## config.mk

```make
export PLATFORM = sky130hd
export DESIGN_NAME = icache_ctrl
export DESIGN_NICKNAME = d
export VERILOG_FILES = /design/src/rtl/sys_defs.sv /design/src/rtl/icache_mem.sv /design/src/rtl/icache_ctrl.sv
export SDC_FILE = /design/constraint.sdc
export NUM_CORES = 2
export LEC_CHECK = 0
export ABC_AREA = 1
export BUFFER_PORTS_ARGS = -buffer_cell sky130_fd_sc_hd__buf_2
export CAP_MARGIN = 20
export CORE_UTILIZATION = 28
export DETAILED_ROUTE_END_ITERATION = 10
export SLEW_MARGIN = 20
export SYNTH_ARGS = -nofsm -noshare
export SYNTH_HDL_FRONTEND = slang
export SYNTH_SLANG_ARGS = --single-unit
```

## constraint.sdc

```tcl
create_clock -name clock -period 9.7 [get_ports clock]
set_input_delay 0.97 -clock clock [delete_from_list [all_inputs] [get_ports clock]]
set_output_delay 0.97 -clock clock [all_outputs]
set_load 0.02 [all_outputs]
```

## src/rtl/sys_defs.sv

```systemverilog
// Shared system definitions: bus commands, memory tag width and instruction cache types.
package sys_defs;

  localparam int XLEN      = 32;
  localparam int MEM_TAG_W = 4;

  typedef enum logic [1:0] {
    BUS_NONE  = 2'h0,
    BUS_LOAD  = 2'h1,
    BUS_STORE = 2'h2
  } BUS_COMMAND;

  localparam int ICACHE_LINES = 32;
  localparam int ICACHE_IDX_W = $clog2(ICACHE_LINES);
  localparam int ICACHE_TAG_W = XLEN - 3 - ICACHE_IDX_W;

  typedef struct packed {
    logic                    valid;
    logic [ICACHE_TAG_W-1:0] tag;
    logic [63:0]             data;
  } ICACHE_LINE;

  typedef enum logic {
    IC_IDLE = 1'b0,
    IC_WAIT = 1'b1
  } ICACHE_STATE;

endpackage

```

## src/rtl/icache_mem.sv

```systemverilog
// Instruction cache line array: one combinational read port, one synchronous
// write port; reset clears only the valid bits.
module icache_mem
  import sys_defs::*;
#(
  parameter int NUM_LINES = ICACHE_LINES,
  parameter int IDX_W     = $clog2(NUM_LINES)
) (
  input  logic             clock,
  input  logic             reset,
  input  logic [IDX_W-1:0] rd_idx,
  output ICACHE_LINE       rd_line,
  input  logic             wr_en,
  input  logic [IDX_W-1:0] wr_idx,
  input  ICACHE_LINE       wr_line
);

  ICACHE_LINE lines_q [NUM_LINES];
  ICACHE_LINE lines_d [NUM_LINES];

  function automatic ICACHE_LINE clear_valid(input ICACHE_LINE line);
    ICACHE_LINE cleared;
    cleared       = line;
    cleared.valid = 1'b0;
    return cleared;
  endfunction

  always_comb begin
    lines_d = lines_q;
    if (wr_en) begin
      lines_d[wr_idx] = wr_line;
    end
  end

  // Tag and data contents survive reset; only validity is forgotten.
  always_ff @(posedge clock) begin
    if (!reset) begin
      for (int i = 0; i < NUM_LINES; i++) begin
        lines_q[i] <= clear_valid(lines_q[i]);
      end
    end else begin
      lines_q <= lines_d;
    end
  end

  assign rd_line = lines_q[rd_idx];

endmodule

```

## src/rtl/icache_ctrl.sv

```systemverilog
// Direct-mapped blocking instruction cache: combinational hit lookup for fetch,
// single outstanding tagged BUS_LOAD on a miss, yielding the bus to the data cache.
module icache_ctrl
  import sys_defs::*;
#(
  parameter int NUM_LINES = ICACHE_LINES,
  parameter int IDX_W     = $clog2(NUM_LINES),
  parameter int TAG_W     = 32 - 3 - IDX_W
) (
  input  logic                 clock,
  input  logic                 reset,
  input  logic [31:0]          proc2Icache_addr,
  input  logic [1:0]           Dcache2memcommond,
  input  logic [MEM_TAG_W-1:0] Imem2proc_response,
  input  logic [63:0]          Imem2proc_data,
  input  logic [MEM_TAG_W-1:0] Imem2proc_tag,
  output logic [1:0]           proc2Imem_command,
  output logic [31:0]          proc2Imem_addr,
  output logic [63:0]          Icache_data_out,
  output logic                 Icache_valid_out
);

  ICACHE_STATE          state_q, state_d;
  logic [MEM_TAG_W-1:0] pend_tag_q, pend_tag_d;
  logic [31:3]          pend_addr_q, pend_addr_d;

  logic [IDX_W-1:0] idx;
  logic [TAG_W-1:0] addr_tag;
  logic [31:3]      blk_addr;
  ICACHE_LINE       rd_line;
  ICACHE_LINE       wr_line;
  logic             wr_en;
  logic             hit;
  logic             miss_req;
  logic             fill;
  logic             unused_offset;

  assign idx           = proc2Icache_addr[IDX_W+2:3];
  assign addr_tag      = proc2Icache_addr[31:IDX_W+3];
  assign blk_addr      = proc2Icache_addr[31:3];
  assign unused_offset = ^proc2Icache_addr[2:0];

  assign hit      = reset && rd_line.valid && (rd_line.tag == addr_tag);
  assign miss_req = reset && (state_q == IC_IDLE) && !hit && (Dcache2memcommond == BUS_NONE);
  // Tag 0 means "no data", so an empty pend_tag can never match a return.
  assign fill     = reset && (state_q == IC_WAIT) && (pend_tag_q != '0) &&
                    (Imem2proc_tag == pend_tag_q);

  always_ff @(posedge clock) begin
    if (!reset) begin
      state_q     <= IC_IDLE;
      pend_tag_q  <= '0;
      pend_addr_q <= '0;
    end else begin
      state_q     <= state_d;
      pend_tag_q  <= pend_tag_d;
      pend_addr_q <= pend_addr_d;
    end
  end

  always_comb begin
    state_d     = state_q;
    pend_tag_d  = pend_tag_q;
    pend_addr_d = pend_addr_q;
    unique case (state_q)
      IC_IDLE: begin
        if (miss_req && (Imem2proc_response != '0)) begin
          state_d     = IC_WAIT;
          pend_tag_d  = Imem2proc_response;
          pend_addr_d = blk_addr;
        end
      end
      IC_WAIT: begin
        if (fill) begin
          state_d    = IC_IDLE;
          pend_tag_d = '0;
        end
      end
      default: state_d = IC_IDLE;
    endcase
  end

  always_comb begin
    proc2Imem_command = BUS_NONE;
    proc2Imem_addr    = '0;
    if (miss_req) begin
      proc2Imem_command = BUS_LOAD;
      proc2Imem_addr    = {blk_addr, 3'b000};
    end
    wr_en         = fill;
    wr_line.valid = 1'b1;
    wr_line.tag   = pend_addr_q[31:IDX_W+3];
    wr_line.data  = Imem2proc_data;
  end

  icache_mem #(
    .NUM_LINES (NUM_LINES),
    .IDX_W     (IDX_W)
  ) u_mem (
    .clock   (clock),
    .reset   (reset),
    .rd_idx  (idx),
    .rd_line (rd_line),
    .wr_en   (wr_en),
    .wr_idx  (pend_addr_q[IDX_W+2:3]),
    .wr_line (wr_line)
  );

  assign Icache_data_out  = rd_line.data;
  assign Icache_valid_out = hit;

endmodule

```

==> impl_metrics.tcl <==
set metrics [dict create \
    final_cell_mix "edfxtp_1, nor2_1, o21ai_0, nand2_1, nand3_1" \
    worst-endpoint-arrival_ns 5.75 \
    postCtsHoldBufs 0 \
    final.min_clock_period_ns 6.72 \
    setup-violations-final 0 \
    count_of_buffers_inserted_at_the_top_level_ports 199 \
    cts_resized 0 \
    dr_total_vias 73554 \
    clock_insertion_delay_worst_skew_ns 0.88 \
    global_route_wire_length_before_repair_mm 487 \
    clockRootBuffer "clkbuf_16" \
    critical_path_required_ns 8.73 \
    die-area_um2 407000 \
    synthDominantAreaCellType "edfxtp_1" \
    postSynthRegisterBits 2882 \
    clock_tree.buffer_depth 4 \
    final-hold-violation-count 0 \
    cts_htree_levels 5 \
    synth_cells 8904 \
    cts_tree "yes" \
    grt.overflow.total 0 \
    criticalPathCategory "input port to output pin" \
    number_of_antenna_violations_at_the_first_check_in_global_routing 43 \
    setup.worst_path.start_class "input port" \
    number_of_enable_type_register_cells_in_the_synthesized_netlist 2816 \
    postSynth.asyncResetShare_pct 0 \
    core_area_um2 403000 \
    timing.slew.headroom_pct 20.2 \
    1st_pass_router_iterations 6 \
    postRouteWirelength_mm 343 \
    post-route-drc-count 0 \
    slew_violations 0 \
    clock_skew_ns 0.0797 \
    initial_core_util_pct 28.1 \
    dp.final_hpwl_mm 161 \
    synth_cell_type_count 33 \
    first_global_vias 67792 \
    ioPinCount 207 \
    timing.final.crit_share_pct 69.3 \
    whs_ns 0.470 \
    synth_sequential_area_ratio_pct 75.8 \
    design.final.nets 9016 \
    setup.worst_path.end_class "output pin" \
    dieWidth_um 638 \
    drt_iter0_markers 9000 \
    detail_route.wl_per_cell_um 23.5 \
    grt_start_max_net_pins 221 \
    postSynth.topFlopCell "edfxtp_1" \
    ir_drop_uv 127 \
    gp_congestion 0.762 \
    die_height_um 638 \
    grtUsageTotal_pct 16.1 \
    cell_row_count 233 \
    syn2layout_area_growth_pct 14.2 \
    mostFrequentLayoutCell "edfxtp_1" \
    min_path_type "flop to flop" \
    tritoncts.num_buffers 299 \
    final.setup.tns_ns 0 \
    synth_area_leaders "edfxtp_1, o21ai_0, nor2_1, nand2_1, nand3_1" \
    final_layout_size_suffix_gt1_share_pct 8.45 \
    drt-vias-per-instance 5.05 \
    worst_slew_pin_slew_ns 1.20 \
    yosys.area.top_type_share_pct 74.6 \
    synth_area_per_cell_um2 12.7 \
    yosys_warnings 0 \
    drv.max_cap_violation_count 0 \
    ant_nets 0 \
    crit_path_max_fanout 155 \
    syn_area_um2 113000 \
    total_leakage_power_nw 41.7 \
    rsz0062_at_grt "false" \
    cts_setup_buffers 0 \
    cellPowerDensity_nw_per_um2 203 \
    clkSlewWorstSetupHoldPaths_ns 0.06 \
    clock-sinks 2882 \
    clock.fmax_mhz 149 \
    outcome "complete, no violations" \
]
==> synthesized netlist by cell type, types with 21 or more instances <==
library cell and n:
a21oi_1 44, buf_1 44, buf_2 147, buf_4 33
clkbuf_1 408, dfxtp_1 66, edfxtp_1 2816, inv_1 64
nand2_1 1177, nand3_1 792, nor2_1 1391, o21ai_0 1229
o221ai_1 53, o22ai_1 536, o31ai_1 21
==> critical path, cell delays in order <==
cell	delay [ns]
buf_8	0.24
inv_8	0.86
buf_4	0.77
nand2_1	0.10
nand3_1	0.10
nand3_1	0.10
nand2_1	0.17
nand2_1	0.08
nand2_1	0.10
nand2_1	0.05
nand3_1	0.10
nand2_1	0.15
nor2_1	0.15
nand3_1	0.10
nor2_1	0.12
nand3_1	0.25
nand2_2	0.71
nor2_1	0.22
buf_2	0.23
==> cell type report <==
type	instances	area, um2
flip-flops and latches	2882	85900
well taps	5405	6760
inverters	68	290
diodes	14	35.0
multi-input cells	5322	24700
clock inverters	128	1180
clock buffers	401	8080
repair buffers	335	2480
fillers	39855	273000
==> final timing paths <==
| check | from | end | slack [ns] | cells past startpoint |
|---|---|---|---|---|
| setup / recovery | proc2Icache_addr[3] | proc2Imem_addr[5] | 2.98 | 19 |
| hold / removal | u_mem.lines_q[177]$_SDFFE_PN0P_ | u_mem.lines_q[177]$_SDFFE_PN0P_ | 0.47 | 2 |
| hold reg to reg | u_mem.lines_q[177]$_SDFFE_PN0P_ | u_mem.lines_q[177]$_SDFFE_PN0P_ | 0.47 | 2 |
| setup reg to reg | pend_tag_q[2]$_SDFFE_PN0P_ | u_mem.lines_q[1922]$_DFFE_PP_ | 4.84 | 7 |
==> layer usage <==
metal / share of wire (%) / vias up / track usage [%] / wire length, um
li1: - / 32692 / - / -
met1: 43 / 37132 / 22.6 / 147000
met2: 46 / 3193 / 25.9 / 159000
met3: 8.6 / 511 / 2.87 / 29400
met4: 2.3 / 26 / 3.89 / 7830
met5: 0.044 / - / 0 / 149
==> cell families (layout without fill, tap and decap cells) <==
kind of cell | count (synthesis) | count (layout) | share of synthesized area, %
and+or+nand+nor | 3389 | 3389 | 12.2
DFF | 2882 | 2882 | 75.8
AOI/OAI and AO/OA | 1925 | 1925 | 9.38
buffers and inverters | 703 | 932 | 2.62
xor gates and xnor gates | 4 | 4 | 0.0309
other | 1 | 18 | 0.00331
==> through the flow <==
step                      setup WS (ns)  area (um2)  power (mW)  cells  util (%)
after floorplan                    3.50      113000        14.8   8907         -
after global placement             3.00      120000        15.4  14011      29.8
after detailed placement           2.95      120000        15.4  14012      29.8
after CTS                          2.94      129000        26.4  14541      32.1
after global routing               2.65      129000        27.0  14542      32.1
final                              2.98      129000        26.3  14555      32.1
==> flip-flops by register name, summed over array words and instances (netlist names) <==
register       count
u_mem.lines_q   2848
pend_addr_q       29
pend_tag_q         4
state_q            1
==> power by group <==
group / switching, mW / leakage [nW] / internal [mW] / total [mW]
clock: 4.75 / 4.51 / 6.37 / 11.1
sequential: 0.0492 / 25.8 / 13.7 / 13.7
combinational: 1.07 / 11.5 / 0.362 / 1.43
total: 5.87 / 41.7 / 20.4 / 26.3
No activity file was read; power rests on OpenSTA's default activity.
